===== src/rtl/subleq_ctrl_if.sv =====
// Word-memory bus between the SUBLEQ sequencer (master) and a
// single-port memory with a one-cycle registered read (slave).
interface subleq_ctrl_if #(
    parameter int WIDTH = 64
) ();
    logic [WIDTH-1:0] mem_addr;
    logic [WIDTH-1:0] mem_wdata;
    logic             mem_we;
    logic             mem_re;
    logic [WIDTH-1:0] mem_rdata;

    modport master (
        output mem_addr,
        output mem_wdata,
        output mem_we,
        output mem_re,
        input  mem_rdata
    );

    modport slave (
        input  mem_addr,
        input  mem_wdata,
        input  mem_we,
        input  mem_re,
        output mem_rdata
    );
endinterface


===== src/rtl/subleq_ctrl.sv =====
// SUBLEQ control sequencer: fetches A, B, C at pc..pc+2, reads mem[A] and
// mem[B], writes mem[B]-mem[A] to mem[B] and branches to C when the result
// is <= 0. Six cycles per instruction; halts on a negative next pc or when
// the optional instruction watchdog expires.
module subleq_ctrl #(
    parameter int                 WIDTH     = 64,
    parameter logic [WIDTH-1:0]   START_PC  = '0,
    parameter int unsigned        MAX_INSTR = 0
) (
    input  logic              clk,
    input  logic              rst,
    input  logic              start,
    subleq_ctrl_if.master     mem,
    output logic              busy,
    output logic              halted,
    output logic              timeout,
    output logic [WIDTH-1:0]  pc,
    output logic [31:0]       instr_count
);

    typedef enum logic [2:0] {
        IDLE,
        FETCH_A,
        FETCH_B,
        FETCH_C,
        READ_A,
        READ_B,
        EXEC,
        HALTED
    } state_t;

    localparam logic [31:0]      LIMIT = 32'(MAX_INSTR);
    localparam logic [WIDTH-1:0] ONE   = WIDTH'(1);
    localparam logic [WIDTH-1:0] TWO   = WIDTH'(2);
    localparam logic [WIDTH-1:0] THREE = WIDTH'(3);

    state_t           state_reg, state_next;
    logic [WIDTH-1:0] pc_reg, pc_next;
    logic [WIDTH-1:0] a_reg, a_next;
    logic [WIDTH-1:0] b_reg, b_next;
    logic [WIDTH-1:0] c_reg, c_next;
    logic [WIDTH-1:0] vala_reg, vala_next;
    logic [31:0]      count_reg, count_next;
    logic             timeout_reg, timeout_next;

    // Datapath for the EXEC cycle: valB arrives on mem_rdata this cycle.
    logic [WIDTH-1:0] diff;
    logic             take;
    logic [WIDTH-1:0] branch_pc;
    logic [31:0]      count_plus;
    logic [31:0]      count_sat;

    assign diff       = mem.mem_rdata - vala_reg;
    assign take       = diff[WIDTH-1] | (diff == '0);
    assign branch_pc  = take ? c_reg : pc_reg + THREE;
    assign count_plus = count_reg + 32'd1;
    assign count_sat  = (count_reg == '1) ? count_reg : count_plus;

    // State and architectural registers; reset wins over everything.
    always_ff @(posedge clk) begin
        if (rst) begin
            state_reg   <= IDLE;
            pc_reg      <= START_PC;
            a_reg       <= '0;
            b_reg       <= '0;
            c_reg       <= '0;
            vala_reg    <= '0;
            count_reg   <= '0;
            timeout_reg <= 1'b0;
        end else begin
            state_reg   <= state_next;
            pc_reg      <= pc_next;
            a_reg       <= a_next;
            b_reg       <= b_next;
            c_reg       <= c_next;
            vala_reg    <= vala_next;
            count_reg   <= count_next;
            timeout_reg <= timeout_next;
        end
    end

    // Next-state logic and memory bus decode.
    always_comb begin
        state_next    = state_reg;
        pc_next       = pc_reg;
        a_next        = a_reg;
        b_next        = b_reg;
        c_next        = c_reg;
        vala_next     = vala_reg;
        count_next    = count_reg;
        timeout_next  = timeout_reg;
        mem.mem_addr  = '0;
        mem.mem_wdata = '0;
        mem.mem_we    = 1'b0;
        mem.mem_re    = 1'b0;

        case (state_reg)
            IDLE, HALTED: begin
                if (start) begin
                    pc_next      = START_PC;
                    count_next   = '0;
                    timeout_next = 1'b0;
                    state_next   = FETCH_A;
                end
            end
            FETCH_A: begin
                mem.mem_re   = 1'b1;
                mem.mem_addr = pc_reg;
                state_next   = FETCH_B;
            end
            FETCH_B: begin
                a_next       = mem.mem_rdata;
                mem.mem_re   = 1'b1;
                mem.mem_addr = pc_reg + ONE;
                state_next   = FETCH_C;
            end
            FETCH_C: begin
                b_next       = mem.mem_rdata;
                mem.mem_re   = 1'b1;
                mem.mem_addr = pc_reg + TWO;
                state_next   = READ_A;
            end
            READ_A: begin
                c_next       = mem.mem_rdata;
                mem.mem_re   = 1'b1;
                mem.mem_addr = a_reg;
                state_next   = READ_B;
            end
            READ_B: begin
                vala_next    = mem.mem_rdata;
                mem.mem_re   = 1'b1;
                mem.mem_addr = b_reg;
                state_next   = EXEC;
            end
            EXEC: begin
                mem.mem_we    = 1'b1;
                mem.mem_addr  = b_reg;
                mem.mem_wdata = diff;
                pc_next       = branch_pc;
                count_next    = count_sat;
                // A negative target halts without flagging the watchdog,
                // even when the limit is reached on the same instruction.
                if (branch_pc[WIDTH-1]) begin
                    state_next = HALTED;
                end else if ((LIMIT != 32'd0) && (count_plus == LIMIT)) begin
                    state_next   = HALTED;
                    timeout_next = 1'b1;
                end else begin
                    state_next = FETCH_A;
                end
            end
            default: begin
                state_next = IDLE;
            end
        endcase
    end

    assign busy        = (state_reg != IDLE) && (state_reg != HALTED);
    assign halted      = (state_reg == HALTED);
    assign timeout     = timeout_reg;
    assign pc          = pc_reg;
    assign instr_count = count_reg;

endmodule


===== src/flat_wrapper.sv =====
// flat-port wrapper written by rule: the top's interface ports become plain ports
module subleq_ctrl_flat 
#(
    parameter int                 WIDTH     = 64,
    parameter logic [WIDTH-1:0]   START_PC  = '0,
    parameter int unsigned        MAX_INSTR = 0
)
  (clk, rst, start, busy, halted, timeout, pc, instr_count, mem_mem_addr, mem_mem_wdata, mem_mem_we, mem_mem_re, mem_mem_rdata);
  subleq_ctrl_if #(.WIDTH(WIDTH)) mem_i ();
  input  logic clk;
  input  logic rst;
  input  logic start;
  output logic busy;
  output logic halted;
  output logic timeout;
  output logic [WIDTH-1:0] pc;
  output logic [31:0] instr_count;
  output wire logic [$bits(mem_i.mem_addr)-1:0] mem_mem_addr;
  output wire logic [$bits(mem_i.mem_wdata)-1:0] mem_mem_wdata;
  output wire logic [$bits(mem_i.mem_we)-1:0] mem_mem_we;
  output wire logic [$bits(mem_i.mem_re)-1:0] mem_mem_re;
  input wire logic [$bits(mem_i.mem_rdata)-1:0] mem_mem_rdata;
  assign mem_mem_addr = mem_i.mem_addr;
  assign mem_mem_wdata = mem_i.mem_wdata;
  assign mem_mem_we = mem_i.mem_we;
  assign mem_mem_re = mem_i.mem_re;
  assign mem_i.mem_rdata = mem_mem_rdata;
  subleq_ctrl #(.WIDTH(WIDTH), .START_PC(START_PC), .MAX_INSTR(MAX_INSTR)) u_core (.clk(clk), .rst(rst), .start(start), .mem(mem_i), .busy(busy), .halted(halted), .timeout(timeout), .pc(pc), .instr_count(instr_count));
endmodule

===== config.mk =====
export PLATFORM = sky130hd
export DESIGN_NAME = subleq_ctrl_flat
export DESIGN_NICKNAME = d
export VERILOG_FILES = /design/src/rtl/subleq_ctrl_if.sv /design/src/rtl/subleq_ctrl.sv /design/src/flat_wrapper.sv
export SDC_FILE = /design/constraint.sdc
export NUM_CORES = 1
export LEC_CHECK = 0
export ABC_CLOCK_PERIOD_IN_PS = 15950
export CAP_MARGIN = 30
export CORE_MARGIN = 5
export CORE_UTILIZATION = 40
export DETAILED_ROUTE_END_ITERATION = 12
export HOLD_SLACK_MARGIN = 0.1
export SLEW_MARGIN = 20
export SYNTH_ARGS = -nofsm -noshare
export SYNTH_HDL_FRONTEND = slang
export SYNTH_SLANG_ARGS = --single-unit

===== constraint.sdc =====
create_clock -name clk -period 15.95 [get_ports clk]
set_input_delay 3.19 -clock clk [delete_from_list [all_inputs] [get_ports clk]]
set_output_delay 3.19 -clock clk [all_outputs]
set_load 0.05 [all_outputs]

==> results.sh <==
export IMPL_cts_sink_count=355
export IMPL_fill_cells=5786
export IMPL_gp_congestion=0.984
export IMPL_r2r_setup_slack_ns=9.72
export IMPL_max_freq_ghz=0.0911
export IMPL_path_class="in2out"
export IMPL_crit_path_max_fanout=10
export IMPL_max_vdd_ir_drop_v=0.0000782
export IMPL_start_kind="input port"
export IMPL_powerDensity_nw_per_um2=82.9
export IMPL_crit_path_end_kind="output pin"
export IMPL_ys_warn_count=0
export IMPL_ys_flop_type="dfxtp_1"
export IMPL_synth_compound_area_share_pct=22.8
export IMPL_rows=88
export IMPL_drive_above_1_share_pct=5.69
export IMPL_drt_wl_total_um=106000
export IMPL_io_pins=296
export IMPL_htree_num_levels=2
export IMPL_crit_path_start="mem_mem_rdata[24]"
export IMPL_postCtsResizedCells=0
export IMPL_synthSimpleGateAreaFrac_pct=27.0
export IMPL_clk_path_buf_depth=3
export IMPL_grt_overflow=0
export IMPL_core_um2=57400
export IMPL_hold_depth=2
export IMPL_ys_ff_latch=355
export IMPL_leakage_nw=9.10
export IMPL_max_cap_violations=0
export IMPL_dieArea_um2=62500
export IMPL_dp_hpwl_um=78600
export IMPL_antenna_found_initial=0
export IMPL_finalCriticalPeriod_ns=10.97
export IMPL_finalSetupTns_ns=0
export IMPL_synth_seq_area_share_pct=30.8
export IMPL_syn_area_per_cell_um2=7.08
export IMPL_syn_to_final_growth_pct=20.0
export IMPL_synth_xor_area_share_pct=4.64
export IMPL_synth_fp_nets=3390
export IMPL_start_util_pct=40.2
export IMPL_hold_viol_final=0
export IMPL_synth_top_family_by_area="simple AND/OR/NAND/NOR gates"
export IMPL_post_cts_setup_buffers=0
export IMPL_die_width_um=250
export IMPL_cts_hold_buf=0
export IMPL_drc=0
export IMPL_firstDrtPassIters=6
export IMPL_ys_types=97
export IMPL_die_h_um=250
export IMPL_synth_edf_count=0
export IMPL_async_reset_ff_share_pct=0
export IMPL_io_buffer_count=294
export IMPL_cts_tree="built"
export IMPL_multi_input_area_um2=14600
export IMPL_finalSetupViolCount=0
export IMPL_grt_max_degree=93
export IMPL_cp_required_ns=12.76
export IMPL_grt_pass1_vias=23800
export IMPL_rsz0062_at_grt="no"
export IMPL_finClkSkew_ns=0.0594
export IMPL_vias_per_cell=6.01
export IMPL_antenna_left=0
export IMPL_drv_slew=0
export IMPL_reg2reg_from="u_core.vala_reg[0]"
export IMPL_grt_usage_pct=32.0
export IMPL_drt_iter0_markers=2851
export IMPL_cts_made_buffers=41
export IMPL_post_route_period_util_pct=68.8
export IMPL_layoutNonFillerInstCount=4191
export IMPL_muxShareOfSynthArea_pct=4.51
export IMPL_tightestPinTransition_ns=0.980
export IMPL_antenna_cells=0
export IMPL_r2r_cells=17
export IMPL_vias=25200
export IMPL_hp_class="reg2reg"
export IMPL_hold_end="u_core.a_reg[2]"
export IMPL_crit_arrival_ns=7.78
export IMPL_maxSlewHeadroom_pct=34.0
export IMPL_nNetsFinal=3533
export IMPL_cts_clk_slew_worst_paths_ns=0.05
export IMPL_synth_fa_ha_area_share_pct=3.83
export IMPL_final_common_cell="nand2_1"
export IMPL_grt_pass1_wl_um=156000
export IMPL_worstHoldStart="u_core.a_reg[2]"
export IMPL_drt_wirelength_per_cell_um=25.3
export IMPL_final_cell_mix="nand2_1, a21oi_1, dfxtp_1"
export IMPL_regArea_um2=7110
export IMPL_status="completed"
export IMPL_clock_latency_ns=0.60
export IMPL_synthesis_instances=3253
export IMPL_placed_cells=4113
export IMPL_rr_endpoint="u_core.pc[3]"
export IMPL_synthesis_area_um2=23000
export IMPL_cts_root_buf="clkbuf_16"
kinds of logic after synthesis:
group,count (synthesis)
DFF,355
other,1
adders and majority gates,70
xor gates and xnor gates,122
muxes,99
and+or+nand+nor,1415
AOI/OAI and AO/OA,845
buffers and inverters,346
cell type report:
| cell class | count | area share, % |
|---|---|---|
| Sequential cell | 355 | 25.7 |
| Tap cell | 765 | 3.46 |
| Inverter | 117 | 1.59 |
| Clock buffer | 58 | 4.27 |
| Timing Repair Buffer | 329 | 11.9 |
| Multi-Input combinational cell | 2552 | 52.6 |
| Clock inverter | 15 | 0.498 |
cells in the mapped netlist, types with 7 or more instances:
cell type / number / share of area, %
a221oi_1: 11 / 0.42
nand2_1: 765 / 12
and3_1: 30 / 0.81
buf_1: 20 / 0.33
o211ai_1: 9 / 0.29
o311ai_0: 11 / 0.42
o21ai_1: 18 / 0.39
nor2b_1: 13 / 0.35
o221ai_1: 20 / 0.76
buf_2: 16 / 0.35
ha_1: 69 / 3.7
and4_1: 7 / 0.27
nor4_1: 17 / 0.46
nand3_1: 62 / 1.3
mux2_2: 36 / 1.8
o32ai_1: 11 / 0.42
o21bai_1: 7 / 0.23
o21ai_0: 99 / 2.1
a32o_1: 10 / 0.43
inv_1: 116 / 1.9
and2_1: 32 / 0.87
a31oi_1: 9 / 0.24
or2_2: 11 / 0.30
nand4_1: 72 / 2.0
or3_1: 19 / 0.52
nor3_1: 65 / 1.4
o21a_1: 11 / 0.36
a22oi_1: 40 / 1.3
a221o_1: 15 / 0.65
mux2i_1: 61 / 2.6
a21oi_1: 418 / 9.1
o2bb2ai_1: 15 / 0.57
o31ai_1: 17 / 0.55
o22ai_1: 32 / 0.87
a211oi_1: 7 / 0.23
clkbuf_1: 181 / 2.9
dfxtp_1: 355 / 31
nand2b_1: 14 / 0.38
xor2_1: 53 / 2.0
xnor2_1: 69 / 2.6
a21o_1: 26 / 0.85
nor2_1: 277 / 4.5
critical path: stages:
cell             delay (ns)
clkdlybuf4s50_1        0.57
ha_1                   0.68
nand2_1                0.18
nor2_1                 0.41
nand2_1                0.14
a2111oi_0              0.45
buf_4                  0.21
o21ai_1                0.15
a21oi_1                0.34
a41oi_1                0.19
xnor2_1                0.28
and2_1                 0.17
clkdlybuf4s50_1        0.80
power by group:
group          total (mW)  switching, mW  leakage [nW]  internal, mW
clock network       0.934          0.400         0.644         0.534
registers           0.931         0.0225          2.87         0.909
logic               0.426          0.295          5.59         0.132
total                2.29          0.718          9.10          1.57
routing by layer:
metal  vias up  wire length, um  part of all wire, %  track usage (%)
li1      11600                -                    -                -
met1     12100            45600                   43             44.7
met2      1265            46300                   44             49.3
met3       202            10100                  9.5             6.67
met4         0             4200                  4.0             10.8
met5         -                0                    0                0
worst max path at each step:
stage	slack (ns)	endpoint
after detailed placement	4.93	mem_mem_wdata[59]
after global routing	4.61	mem_mem_wdata[59]
after CTS	4.94	mem_mem_wdata[59]
after global placement	4.97	mem_mem_wdata[59]
after floorplan	6.33	mem_mem_wdata[46]
final	4.98	mem_mem_wdata[59]
per-stage QoR:
step	power, mW	util [%]	cell area [um^2]	hold WS (ns)	worst slack, ns
after floorplan	1.21	-	23000	0.433	6.33
after global placement	1.36	45.7	26200	0.440	4.97
after detailed placement	1.36	45.8	26300	0.446	4.93
after CTS	2.29	48.1	27600	0.455	4.94
after global routing	2.37	48.2	27700	0.471	4.61
final	2.29	48.2	27700	0.453	4.98
Power figures use the tool's default switching activity.
